$ cat src/rtl/unidade_saida_display_if.sv
// Handshake between the control unit and the output stage.
//   saidaControle  : output request from the control unit
//   dadoSaida      : register value to display (bank read port dadoLeitura1)
//   estagioSaidaUC : busy/stall back to the control unit
//   saidaConcluida : one-cycle pulse once the operator has confirmed
// master = control unit side, slave = output stage side.
interface unidade_saida_display_if;
  logic        saidaControle;
  logic [31:0] dadoSaida;
  logic        estagioSaidaUC;
  logic        saidaConcluida;

  modport master (
    output saidaControle,
    output dadoSaida,
    input  estagioSaidaUC,
    input  saidaConcluida
  );

  modport slave (
    input  saidaControle,
    input  dadoSaida,
    output estagioSaidaUC,
    output saidaConcluida
  );
endinterface

$ cat src/rtl/unidade_saida_display.sv
// Output stage: on an output instruction, latches the register value, converts
// it to BCD one shift-add-3 step per clock, drives active-low 7-segment
// displays and stalls the control unit until the operator presses confirm.
//   clock         : system clock
//   reset         : asynchronous active-low reset
//   uc            : control-unit handshake (slave side)
//   botaoConfirma : raw operator key, active-high, asynchronous
//   displays      : DIGITOS digits, digit 0 in [6:0], gfedcba, active-low
//   displaySinal  : sign digit, active-low
// Optional build macro UNIDADE_SAIDA_SINAL_EN: value treated as two's
// complement over LARGURA bits, magnitude displayed with '-' on the sign digit.
module unidade_saida_display #(
  parameter int unsigned LARGURA = 16,
  parameter int unsigned DIGITOS = 5
) (
  input  logic                   clock,
  input  logic                   reset,
  unidade_saida_display_if.slave uc,
  input  logic                   botaoConfirma,
  output logic [7*DIGITOS-1:0]   displays,
  output logic [6:0]             displaySinal
);

  localparam int unsigned LARGURA_BCD  = 4 * DIGITOS;
  localparam int unsigned LARGURA_CONT = $clog2(LARGURA + 1);
  localparam logic [6:0]  SEG_APAGADO  = 7'h7F;

  typedef enum logic [2:0] {
    OCIOSO,
    CONVERTE,
    CARREGA,
    EXIBE,
    LIBERA
  } estado_t;

  estado_t                 estado;
  logic [LARGURA-1:0]      registroDeslocamento;
  logic [LARGURA_BCD-1:0]  bcd;
  logic [LARGURA_CONT-1:0] contador;
  logic                    estagio;
  logic                    concluida;
  logic                    sincronizador1;
  logic                    sincronizador2;
  logic                    botaoAnterior;
  logic                    pulsoConfirma;
  logic [LARGURA-1:0]      valorCapturado;
  logic                    negativoCapturado;
  logic [LARGURA_BCD-1:0]  bcdAjustado;
  logic [7*DIGITOS-1:0]    segmentosProximos;
  logic                    unusedBcdTopo;

  assign uc.estagioSaidaUC = estagio;
  assign uc.saidaConcluida = concluida;

  // Active-low gfedcba pattern for one BCD digit; non-decimal codes blank.
  function automatic logic [6:0] codificaDigito(input logic [3:0] digito);
    case (digito)
      4'd0:    codificaDigito = 7'h40;
      4'd1:    codificaDigito = 7'h79;
      4'd2:    codificaDigito = 7'h24;
      4'd3:    codificaDigito = 7'h30;
      4'd4:    codificaDigito = 7'h19;
      4'd5:    codificaDigito = 7'h12;
      4'd6:    codificaDigito = 7'h02;
      4'd7:    codificaDigito = 7'h78;
      4'd8:    codificaDigito = 7'h00;
      4'd9:    codificaDigito = 7'h10;
      default: codificaDigito = SEG_APAGADO;
    endcase
  endfunction

  // Magnitude to convert at request capture.
`ifdef UNIDADE_SAIDA_SINAL_EN
  always_comb begin
    negativoCapturado = uc.dadoSaida[LARGURA-1];
    valorCapturado    = uc.dadoSaida[LARGURA-1:0];
    if (negativoCapturado) begin
      valorCapturado = ~uc.dadoSaida[LARGURA-1:0] + LARGURA'(1);
    end
  end
`else
  assign negativoCapturado = 1'b0;
  assign valorCapturado    = uc.dadoSaida[LARGURA-1:0];
`endif

  // Bits above LARGURA are deliberately ignored.
  generate
    if (LARGURA < 32) begin : gBitsIgnorados
      logic unusedBitsAltos;
      assign unusedBitsAltos = ^uc.dadoSaida[31:LARGURA] ^ negativoCapturado;
    end
  endgenerate

  // Add-3 correction of every nibble >= 5 before the shift.
  always_comb begin
    bcdAjustado = bcd;
    for (int i = 0; i < int'(DIGITOS); i++) begin
      if (bcd[4*i +: 4] >= 4'd5) begin
        bcdAjustado[4*i +: 4] = bcd[4*i +: 4] + 4'd3;
      end
    end
  end

  // The MSB shifted out of the BCD field is always zero for legal parameters.
  assign unusedBcdTopo = bcdAjustado[LARGURA_BCD-1];

  // Segment image with leading-zero blanking; digit 0 always shown.
  always_comb begin
    logic zerosAEsquerda;
    segmentosProximos = '1;
    zerosAEsquerda    = 1'b1;
    for (int i = int'(DIGITOS) - 1; i >= 0; i--) begin
      if (i == 0 || !zerosAEsquerda || bcd[4*i +: 4] != 4'd0) begin
        segmentosProximos[7*i +: 7] = codificaDigito(bcd[4*i +: 4]);
        zerosAEsquerda              = 1'b0;
      end
    end
  end

  // Two-flop synchronizer plus rising-edge detect on the confirm key.
  always_ff @(posedge clock or negedge reset) begin
    if (!reset) begin
      sincronizador1 <= 1'b0;
      sincronizador2 <= 1'b0;
      botaoAnterior  <= 1'b0;
    end else begin
      sincronizador1 <= botaoConfirma;
      sincronizador2 <= sincronizador1;
      botaoAnterior  <= sincronizador2;
    end
  end

  assign pulsoConfirma = sincronizador2 & ~botaoAnterior;

`ifdef UNIDADE_SAIDA_SINAL_EN
  logic negativo;
  logic [6:0] sinalReg;
  assign displaySinal = sinalReg;
`else
  assign displaySinal = SEG_APAGADO;
`endif

  // Control FSM with conversion datapath and registered outputs.
  always_ff @(posedge clock or negedge reset) begin
    if (!reset) begin
      estado               <= OCIOSO;
      estagio              <= 1'b0;
      concluida            <= 1'b0;
      registroDeslocamento <= '0;
      bcd                  <= '0;
      contador             <= '0;
      displays             <= '1;
`ifdef UNIDADE_SAIDA_SINAL_EN
      negativo             <= 1'b0;
      sinalReg             <= SEG_APAGADO;
`endif
    end else begin
      case (estado)
        OCIOSO: begin
          if (uc.saidaControle) begin
            registroDeslocamento <= valorCapturado;
            bcd                  <= '0;
            contador             <= '0;
            estagio              <= 1'b1;
`ifdef UNIDADE_SAIDA_SINAL_EN
            negativo             <= negativoCapturado;
`endif
            estado               <= CONVERTE;
          end
        end
        CONVERTE: begin
          bcd                  <= {bcdAjustado[LARGURA_BCD-2:0],
                                   registroDeslocamento[LARGURA-1]};
          registroDeslocamento <= {registroDeslocamento[LARGURA-2:0], 1'b0};
          contador             <= contador + LARGURA_CONT'(1);
          if (contador == LARGURA_CONT'(LARGURA - 1)) begin
            estado <= CARREGA;
          end
        end
        CARREGA: begin
          displays <= segmentosProximos;
`ifdef UNIDADE_SAIDA_SINAL_EN
          sinalReg <= negativo ? 7'b0111111 : SEG_APAGADO;
`endif
          estado   <= EXIBE;
        end
        EXIBE: begin
          if (pulsoConfirma) begin
            concluida <= 1'b1;
            estado    <= LIBERA;
          end
        end
        LIBERA: begin
          concluida <= 1'b0;
          estagio   <= 1'b0;
          estado    <= OCIOSO;
        end
        default: begin
          concluida <= 1'b0;
          estagio   <= 1'b0;
          estado    <= OCIOSO;
        end
      endcase
    end
  end

endmodule

$ cat src/flat_wrapper.sv
// flat-port wrapper written by rule: the top's interface ports become plain ports
module unidade_saida_display_flat 
#(
  parameter int unsigned LARGURA = 16,
  parameter int unsigned DIGITOS = 5
)
  (clock, reset, botaoConfirma, displays, displaySinal, uc_saidaControle, uc_dadoSaida, uc_estagioSaidaUC, uc_saidaConcluida);
  unidade_saida_display_if uc_i ();
  input  logic clock;
  input  logic reset;
  input  logic botaoConfirma;
  output logic [7*DIGITOS-1:0] displays;
  output logic [6:0] displaySinal;
  input wire logic [$bits(uc_i.saidaControle)-1:0] uc_saidaControle;
  input wire logic [$bits(uc_i.dadoSaida)-1:0] uc_dadoSaida;
  output wire logic [$bits(uc_i.estagioSaidaUC)-1:0] uc_estagioSaidaUC;
  output wire logic [$bits(uc_i.saidaConcluida)-1:0] uc_saidaConcluida;
  assign uc_i.saidaControle = uc_saidaControle;
  assign uc_i.dadoSaida = uc_dadoSaida;
  assign uc_estagioSaidaUC = uc_i.estagioSaidaUC;
  assign uc_saidaConcluida = uc_i.saidaConcluida;
  unidade_saida_display #(.LARGURA(LARGURA), .DIGITOS(DIGITOS)) u_core (.clock(clock), .reset(reset), .uc(uc_i), .botaoConfirma(botaoConfirma), .displays(displays), .displaySinal(displaySinal));
endmodule
$ cat config.mk
export PLATFORM = sky130hd
export DESIGN_NAME = unidade_saida_display_flat
export DESIGN_NICKNAME = d
export VERILOG_FILES = /design/src/rtl/unidade_saida_display_if.sv /design/src/rtl/unidade_saida_display.sv /design/src/flat_wrapper.sv
export SDC_FILE = /design/constraint.sdc
export NUM_CORES = 1
export LEC_CHECK = 0
export CAP_MARGIN = 20
export CELL_PAD_IN_SITES_DETAIL_PLACEMENT = 0
export CELL_PAD_IN_SITES_GLOBAL_PLACEMENT = 1
export CORE_UTILIZATION = 37
export CTS_CLUSTER_DIAMETER = 150
export DETAILED_ROUTE_END_ITERATION = 8
export GPL_ROUTABILITY_DRIVEN = 1
export GPL_TIMING_DRIVEN = 1
export PLACE_DENSITY = 0.86
export SLEW_MARGIN = 20
export SYNTH_ARGS = -nofsm -noshare
export SYNTH_HDL_FRONTEND = slang
export SYNTH_SLANG_ARGS = --single-unit
$ cat constraint.sdc
create_clock -name clock -period 1.79 [get_ports clock]
set_clock_uncertainty 0.2 [all_clocks]
set_input_delay 0.2685 -clock clock [delete_from_list [all_inputs] [get_ports clock]]
set_output_delay 0.2685 -clock clock [all_outputs]
set_load 0.05 [all_outputs]
**After elaboration in Yosys (flattened, before gate mapping)**

Memory sizes are Yosys's and may differ from the RTL's. A register that Yosys moved wholly into a read port is not among the register bits.
Index checks and enable logic that the tools add are counted.

- Bits in registers: 84
- ROM bits: 560
- Input bits: 36
- Memories kept: 5

Memory list:

| memory | depth | width | read ports | clocked after memory_dff | wr ports | line | RTL |
|---|---|---|---|---|---|---|---|
| (no name shown) | 16 | 7 | 1 | 0 | 0 | unidade_saida_display.sv:57 | `case (digito)` |
| (no name shown) | 16 | 7 | 1 | 0 | 0 | unidade_saida_display.sv:57 |  |
| (no name shown) | 16 | 7 | 1 | 0 | 0 | unidade_saida_display.sv:57 |  |
| (no name shown) | 16 | 7 | 1 | 0 | 0 | unidade_saida_display.sv:57 |  |
| (no name shown) | 16 | 7 | 1 | 1 | 0 | unidade_saida_display.sv:57 |  |

- Equal/unequal tests: 7
- Bitwise operators: 4
- Order comparisons: 5
- $add $sub $neg: 6
- Reduce and logical (&&, ||, !) cells: 18
- Mux-type cells: 26

Operators by type and width:

| kind | number |
|---|---|
| $pmux 20 s2 | 1 |
| $pmux 16 s2 | 1 |
| $mux 7 | 4 |
| $ge 4x3->1 const B | 5 |
| $mux 20 | 1 |
| $add 4x2->4 const B | 4 |
| $mux 16 | 1 |
| $mux 4 | 4 |
| $reduce_bool 4->1 | 4 |
| $mux 3 | 4 |
| $pmux 3 s4 | 1 |
| $pmux 5 s2 | 1 |
| $eq 3x2->1 const B | 2 |
| $reduce_and 2->1 | 3 |
| $reduce_or 3->1 | 2 |
| $add 5x1->5 const B | 1 |
| $eq 5x4->1 const B | 1 |
| $mux 1 | 5 |
| $mux 5 | 1 |
| $ne 2x1->1 const B | 2 |
| $pmux 1 s2 | 2 |
| $add 3x2->3 const B | 1 |
| $eq 3x1->1 const B | 1 |
| $logic_not 1->1 | 3 |
| other kinds (7) | 11 |

**Logic depth before layout (Yosys ltp)**

Gate-level depths: netlist of the first run.

- Depth in word-level cells: 9
- Gate-level depth with buffers: 7

**Least setup slack after synthesis of the first run**

OpenSTA, ideal clock, no wires.

- Path type: register -> register
- Start: reg u_core.bcd[8]
- End: reg u_core.displays[19]
- Data arrival time: 1554 ps
- Cell stages (with the launch flop): 7
- Path buffers: 0
- Path slack: -25 ps
- Data required time: 1528 ps
- Cells stage by stage: dfrtp_1 -> inv_1 -> ha_1 -> nor3b_1 -> nand3_1 -> a21oi_2 -> a221o_1

- Word-level cells in the longest chain between the ends: 3
- Elaborated cells between the ends (all ways): 4
- Classes of those cells: mux (1); reduce/logical (2); memory (1)

RTL lines:

| what | line | RTL |
|---|---|---|
| start, declared | unidade_saida_display.sv:38 | `logic [LARGURA_BCD-1:0] bcd;` |
| start signal, assigned | unidade_saida_display.sv:172 | `bcd <= {bcdAjustado[LARGURA_BCD-2:0],` |
| branches (longest 2 deep; another with $mem_v2 16x7) | - |  |
| $mux 7 (*) | unidade_saida_display.sv:113 | `if (i == 0 \|\| !zerosAEsquerda \|\| bcd[4*i +: 4] != 4'd0) begin` |
| end signal, assigned | unidade_saida_display.sv:181 | `displays <= segmentosProximos;` |
| end, declared | unidade_saida_display.sv:20 | `output logic [7*DIGITOS-1:0] displays,` |

Every way passes the cells marked *.
A chain may end at the register's enable or synchronous reset.

**Worst setup path after layout of the first run**

- Start: reg u_core.bcd[13]
- End: reg u_core.bcd[14]

- Word-level cells in the longest chain between the ends: 3
- Elaborated cells between the ends (all ways): 4
- Classes of those cells: add/sub (1); order compare (1); mux (2)

RTL lines:

| what | line | RTL |
|---|---|---|
| $add 4x2->4 or $ge 4x3->1 (tied branches) | unidade_saida_display.sv:99, unidade_saida_display.sv:98 |  |
| $mux 4 (*) | unidade_saida_display.sv:98 | `if (bcd[4*i +: 4] >= 4'd5) begin` |
| $pmux 20 s2 (*) | unidade_saida_display.sv:158 | `case (estado)` |

Mark *: on every way between the ends. The rest lies on a longest branch, timed or not.

==> results.md, run 1 <==
* Sequential share of the synthesized area at 0.4629
* N_diodes at 0
* Clock slew at the register clock pins of the worst setup and hold paths at 60 ps
* Met2 wire len at 4956 um
* Layout cells sized above 1 at 0.3134
* Syn Inst Count at 480
* Syn avg cell area at 9.658 um2
* Placer Congestion at 0.8351
* Synth unique cells at 53
* Max cap viols at 0
* CTS tree: yes
* Critical Path End Type: flip-flop
* Clk sink count at 84
* Data required, critical path at 1850 ps
* Leak pwr at 2.756 nW
* Yosys top cell by area: dfrtp_1
* YS warnings at 0
* Routed wire length at 10170 um
* Largest net degree at the start of global routing at 34
* Routed wire length per instance at 13.52 um
* Pwr dens at 2056 nW/um2
* Worst hold margin at 153.0 ps
* CTS Root Cell: clkbuf_16
* Overall power at 13.32 mW
* Die area at 12980 um2
* Drt drc at 0
* H-tree depth at 3
* DRT antenna net count at 0
* # setup viols final at 0
* Initial Utilization at 0.3827
* Yosys reg bits at 84
* Max-slew violation count at 0
* Routed via count at 3748
* Drt first-iter violations at 155
* Period utilization at 0.9831
* Worst EP arrival at 1820 ps
* Routed wl met3 at 380 um
* EDFF count, synth at 0
* Largest cells by area after synthesis: dfrtp_1, dfstp_2, ha_1
* Area of the core at 12110 um2
* Synthesized cell area at 4636 um2
* Metal-1 WL at 4687 um
* Top layer in use: met4
* CP Launch Type: flip-flop
* Vias per cell at 4.984
* Worst Hold Class: reg -> reg
* Final net count at 643
* Initial antenna violation count at 0
* Worst-skew pair later-pin latency at 330 ps
* Vias in the first global route at 3736
* DP HPWL at 7562 um
* Final Non-Filler Cells at 752
* Max Fclk at 0.5683 GHz
* Outcome: finished clean
* CP Max Fanout at 3
* I/O Pins at 80
* Kind of critical path: reg -> reg
* GR Util All Layers at 0.1648
* Final Hold Vio Count at 0
* Synth async-reset ratio at 1.000
* RSZ-0062 raised after global routing: yes
* Clock Tree Buf Depth at 2
* Area grow syn2layout at 39.78%
* Post-layout util at 0.5350
* Die W at 113.9 um
* Post-synth top flop: dfrtp_1
* Crit path time final at 1760 ps
* Die Y at 113.9 um
* Peak supply drop at 0.8260 mV
* Global-route wire length before repair at 17280 um
* Initial DRT Pass Iterations at 5
* DP Cell Count at 729
* Num rows at 40
* Total CTS buffers at 9
* GRT overflow at 0
* IO Port Bufs at 56
* Post-synth top area share at 0.2645
[logic make-up (layout without fill, tap and decap cells)]
logic type / count (synthesis) / after routing / share of synthesized area
and+or+nand+nor: 153 / 153 / 0.1590
AOI/OAI and AO/OA: 130 / 130 / 0.1730
DFF: 84 / 84 / 0.4629
buffers and inverters: 54 / 152 / 0.06531
adders and majority gates: 28 / 28 / 0.07557
muxes: 24 / 24 / 0.05209
xor gates and xnor gates: 6 / 6 / 0.01134
other: 1 / 7 / 0.0008089
[cell type report]
cell class	instances	area, um2
tap	168	210.2
sequential	84	2150
inverter	18	67.56
timing repair buffer	118	1428
clock buffer	12	236.5
clock inverter	4	50.05
fill	1082	5632
multi-input combinational	348	2338
[per-layer routing]
metal  GRT usage  vias to the layer above
met5           0                        -
met4     0.05801                        0
met3     0.02976                       11
met2      0.2764                       74
met1      0.2135                     1805
li1            -                     1858
[Yosys cell counts, types with 2 or more instances]
cell / instances
buf_2: 13
a41oi_1: 2
nand2b_1: 10
nor3b_1: 6
mux2i_1: 23
a211oi_1: 2
a221o_1: 2
a21oi_1: 28
buf_6: 6
o211ai_1: 3
nor2_2: 3
a22o_1: 7
xnor2_1: 5
a211o_1: 2
nand3_1: 5
nor4_1: 3
a32oi_1: 2
o311ai_0: 2
a21o_1: 4
and2_1: 3
o21ai_1: 29
buf_4: 10
clkbuf_1: 6
a31oi_1: 10
dfrtp_1: 49
a22oi_1: 2
o21ai_0: 20
inv_1: 18
nand2_1: 65
nor2b_1: 3
o31ai_1: 7
dfstp_2: 35
nor3_1: 8
and3_1: 2
nor2_1: 38
ha_1: 28
o22a_1: 3
[timing repair]
item | in CTS | in global routing
hold endpoints to repair | 37 | 0
setup endpoints to repair | 15 | 49
pin swaps | 2 | 14
buffers inserted | 2 | 3
cloned | 0 | 1
hold buffers | 1 | 0
gates resized for setup | 7 | 31
[flip-flops by register name, summed over array words and instances (netlist names)]
| register | flops |
|---|---|
| u_core.displays | 35 |
| u_core.bcd | 20 |
| u_core.registroDeslocamento | 16 |
| u_core.contador | 5 |
| u_core.estado | 3 |
| u_core.botaoAnterior | 1 |
| u_core.sincronizador1 | 1 |
| u_core.sincronizador2 | 1 |
| u_core.uc.estagioSaidaUC | 1 |
| u_core.uc.saidaConcluida | 1 |
[worst paths after layout]
path | depth (start not counted) | to | startpoint | slack [ps]
hold reg to reg | 0 | u_core.sincronizador2 | u_core.sincronizador1 | 150
min in group asynchronous | 2 | u_core.bcd[17] | reset | 180
setup reg to reg | 7 | u_core.bcd[14] | u_core.bcd[13] | 30
hold / removal | 0 | u_core.sincronizador2 | u_core.sincronizador1 | 150
max in group asynchronous | 3 | u_core.displays[12] | reset | 660
setup / recovery | 7 | u_core.bcd[14] | u_core.bcd[13] | 30
[through the flow]
step                      setup TNS (ps)  setup slack (ps)  instance area, um2
after global placement             -1273            -97.35                5996
after CTS                              0             4.376                6336
final                                  0             30.27                6480
after global routing              -263.2            -32.97                6480
after detailed placement           -2915            -170.7                5996
after floorplan                        0             53.36                4667
[power breakdown]
part           internal [mW]  switching (mW)  leakage, nW
Sequential              2.90           0.820        0.977
Combinational           3.70            4.10         1.65
Clock                   1.08           0.718        0.133
Total                   7.68            5.64         2.76
[worst max-delay path: stages (launching register included)]
cell and delay [ps]:
dfrtp_1 340, inv_1 60, buf_4 140, ha_2 180, nand2b_4 150, a21oi_4 180, mux2_4 320, o21ai_2 120
[cell usage in the layout, fill, tap and decap left out, drive strengths merged, types with 3 or more instances in the layout]
cell type / n
nand2: 65
nor2: 41
a21oi: 29
clkdlybuf4s50: 18
ha: 28
a21o: 4
o21ai: 50
conb: 7
nor3: 8
nand2b: 10
nor2b: 3
o211ai: 3
nor4: 3
mux2i: 23
and2: 3
a22o: 7
nor3b: 7
xnor2: 5
dfrtp: 49
o31ai: 7
a31oi: 10
inv: 18
clkbuf: 13
dfstp: 35
buf: 98
nand3: 5
o22a: 3
No activity file was read; power rests on OpenSTA's default activity.
==> run 2, diff against run 1 <==
--- a/config.mk
+++ b/config.mk
@@ -8,12 +8,14 @@
 export CAP_MARGIN = 20
 export CELL_PAD_IN_SITES_DETAIL_PLACEMENT = 0
 export CELL_PAD_IN_SITES_GLOBAL_PLACEMENT = 1
-export CORE_UTILIZATION = 37
+export CORE_UTILIZATION = 41
 export CTS_CLUSTER_DIAMETER = 150
 export DETAILED_ROUTE_END_ITERATION = 8
 export GPL_ROUTABILITY_DRIVEN = 1
 export GPL_TIMING_DRIVEN = 1
-export PLACE_DENSITY = 0.86
+export HOLD_SLACK_MARGIN = 0.03
+export MAX_ROUTING_LAYER = met4
+export PLACE_DENSITY = 0.89
 export SLEW_MARGIN = 20
 export SYNTH_ARGS = -nofsm -noshare
 export SYNTH_HDL_FRONTEND = slang
==> constraint.sdc (replaced) <==
create_clock -name clock -period 1.9 [get_ports clock]
set_clock_uncertainty 0.2 [all_clocks]
set_input_delay 0.285 -clock clock [delete_from_list [all_inputs] [get_ports clock]]
set_output_delay 0.285 -clock clock [all_outputs]
set_load 0.05 [all_outputs]
==> results.md, run 2 (synthesis gave the netlist of run 1 again) <==
* Worst hold margin at 157.6 ps (+4.680 ps)
* Post-layout util at 0.5713 (+0.03626)
* RSZ-0062 raised after global routing: no
* Initial Utilization at 0.4239 (+0.04117)
* Combinational share of power at 0.552 (-0.034)
* Routed wire length at 9903 um (-2.6%)
* Worst hold path startpoint: u_core.sincronizador1
* IO Port Bufs at 56 (unchanged)
* Pre-CTS WS at -283.5 ps (-112.8 ps)
* CP Max Fanout at 3 (unchanged)
* Max cap viols at 0 (unchanged)
* Global-route wire length before repair at 17150 um (-0.72%)
* Regs by FF count: u_core.displays x35, u_core.bcd x20, u_core.registroDeslocamento x16
* Final Non-Filler Cells at 702 (-6.6%)
* Sw power at 5.193 mW (-7.9%)
* Global route hottest layer: met2
* Hold EP: u_core.sincronizador2
* DRT antenna net count at 0 (unchanged)
* Die area at 11740 um2 (-9.6%)
* Commonest non-fill, non-tap cells in the layout: nand2_1, dfrtp_1, nor2_1, buf_4, buf_12
* GR Util All Layers at 0.1920 (+0.02721)
* Worst path bufs/invs at 1 (-1)
* Layout cells sized above 1 at 0.2669 (-0.04645)
* N_diodes at 0 (unchanged)
* Int Pwr at 7.115 mW (-7.4%)
* Drt drc at 0 (unchanged)
* Max Fclk at 0.5462 GHz (-3.9%)
* Worst-skew pair later-pin latency at 340 ps (about the same)
* Slew HR at 0.6319
* CTS tree: yes
* Placer Congestion at 0.8498 (+1.8%)
* Period utilization at 0.9637 (-0.01944)
* GRT overflow at 0 (unchanged)
* M3 GR Usage at 0.03797 (+0.008219)
* Data required, critical path at 1950 ps (+100 ps)
* Crit-path leading delay family: simple AND/OR/NAND/NOR gates
* Critical Path, Cell by Cell: inv_1 > ha_2 > and4bb_2 > and2_4 > nand3_1 > a32oi_1
* Worst-Margin Slew at 550.9 ps
* TNS Setup at 0 ps (unchanged)
* R2R setup slack at 70 ps (+40 ps)
* Worst Hold Class: reg -> reg
* Clock share of power at 0.164 (+0.029)
* Worst reg2reg endpoint: u_core.displays[10]
* Crit path largest cell delay at 380 ps (+40 ps)
* Critical Path End Type: flip-flop
* R2R depth at 6 (-1)
* Total CTS buffers at 9 (unchanged)
* R2R Path Start: u_core.bcd[16]
* Clock slew at the register clock pins of the worst setup and hold paths at 70 ps (about the same)
* Post-route cell area at 6247 um2 (-3.6%)
* Routed wire length per instance at 14.11 um (+4.4%)
* Clk sink count at 84 (unchanged)
* I/O Pins at 80 (unchanged)
* Area grow syn2layout at 34.76%
* Crit path time final at 1831 ps (+71.21 ps)
* Initial DRT Pass Iterations at 6 (+1)
* Vias in the first global route at 3723 (-0.35%)
* Outcome: finished clean
* Max-slew violation count at 0 (unchanged)
* CTS Root Cell: clkbuf_16
* CP max stage cell: dfrtp_1
* Final net count at 621 (-3.4%)
* Vias per cell at 5.295 (+6.2%)
* Fillers at 933 (-14%)
* Met2 Use GR at 0.3176 (+0.04120)
* H-tree depth at 3 (unchanged)
* Pwr dens at 1970 nW/um2 (-4.2%)
* Commonest non-fill, non-tap cell in the layout: nand2_1
* Leak pwr at 2.663 nW (-3.4%)
* Worst EP arrival at 1880 ps (+60 ps)
* Hold path cells at 0 (unchanged)
* Post-route worst setup slack at 69.06 ps (+38.79 ps)
* Largest net degree at the start of global routing at 43 (+26%)
* Num rows at 38 (-5.0%)
* Kind of critical path: reg -> reg
* Area of the core at 10940 um2 (-9.7%)
* Overall power at 12.31 mW (-7.6%)
* Switching portion of total power at 0.4219 (-0.001349)
* Placed Area at 5797 um2 (-3.3%)
* Die Y at 108.3 um (-4.9%)
* Flop pwr share at 0.284 (+0.005)
* Initial antenna violation count at 0 (unchanged)
* Peak supply drop at 0.9903 mV (+20%)
* Die W at 108.3 um (-4.9%)
* DP Cell Count at 682 (-6.4%)
* Final Hold Vio Count at 0 (unchanged)
* Max reg flops at 35 (unchanged)
* CP Launch Type: flip-flop
* Drt first-iter violations at 180 (+16%)
* Reg with most FFs: u_core.displays
* Clock Tree Buf Depth at 2 (unchanged)
* GR Layer Usage met1 at 0.2313 (+0.01785)
* # setup viols final at 0 (unchanged)
* DP HPWL at 7182 um (-5.0%)
* Routed via count at 3717 (-0.83%)
[run 2: cell count changes in the layout (fill, tap and decap cells not counted), sizes merged]
cell    delta
buf       -21
bufinv     +2
inv        +1
clkbuf     -4
[run 2: worst register-to-register path, delay by kind of cell (launching register included)]
family | cells | cell delay [ps]
and+or+nand+nor | 3 | 600
DFF | 1 | 380
AOI/OAI and AO/OA | 1 | 240
adders and majority gates | 1 | 200
buffers and inverters | 1 | 140
[run 2: layout make-up]
cell class	instances	area [um2]	area share
repair buffers	96	1242	0.1989
well taps	140	175.2	0.02804
clock buffers	9	225.2	0.03605
inverters	18	67.56	0.01082
flip-flops and latches	84	2147	0.3437
clock inverters	7	122.6	0.01963
multi-input cells	348	2267	0.3629
[run 2: routing by layer]
layer	part of all wire	vias to the layer above	wire, um
met5	0	-	0
met4	0.016	0	163
met3	0.038	18	377
met2	0.49	91	4893
met1	0.45	1796	4467
li1	-	1812	-
[run 2: how the worst max path moves through the flow]
stage                           from                        endpoint  slack [ps]  cells past startpoint
finish                u_core.bcd[16]             u_core.displays[10]          70                      6
global route          u_core.bcd[12]             u_core.displays[10]           8                      6
CTS                 u_core.estado[2]  u_core.registroDeslocamento[5]          10                      4
detailed placement  uc_saidaControle                  u_core.bcd[18]        -280                      4
global placement    uc_saidaControle              u_core.contador[2]        -280                      5
floorplan              u_core.bcd[8]             u_core.displays[19]          80                      6
[run 2: power by group through the flow]
| stage | sequential (mW) | clock (mW) | combinational (mW) |
|---|---|---|---|
| final | 3.49 | 2.02 | 6.79 |
| after CTS | 3.49 | 2.07 | 6.72 |
| after global placement | 3.46 | 0 | 6.49 |
| after global routing | 3.60 | 2.14 | 7.45 |
| after detailed placement | 3.51 | 0 | 6.66 |
| after floorplan | 4.27 | 0 | 3.36 |
[run 2: what timing repair did]
item | 4_1_cts | 5_1_grt
endpoints found under the setup margin | 25 | 43
buffers inserted | 0 | 3
gates resized for setup | 3 | 18
pin swaps | 0 | 7
hold endpoints to repair | 28 | 0
hold buffers | 1 | 0
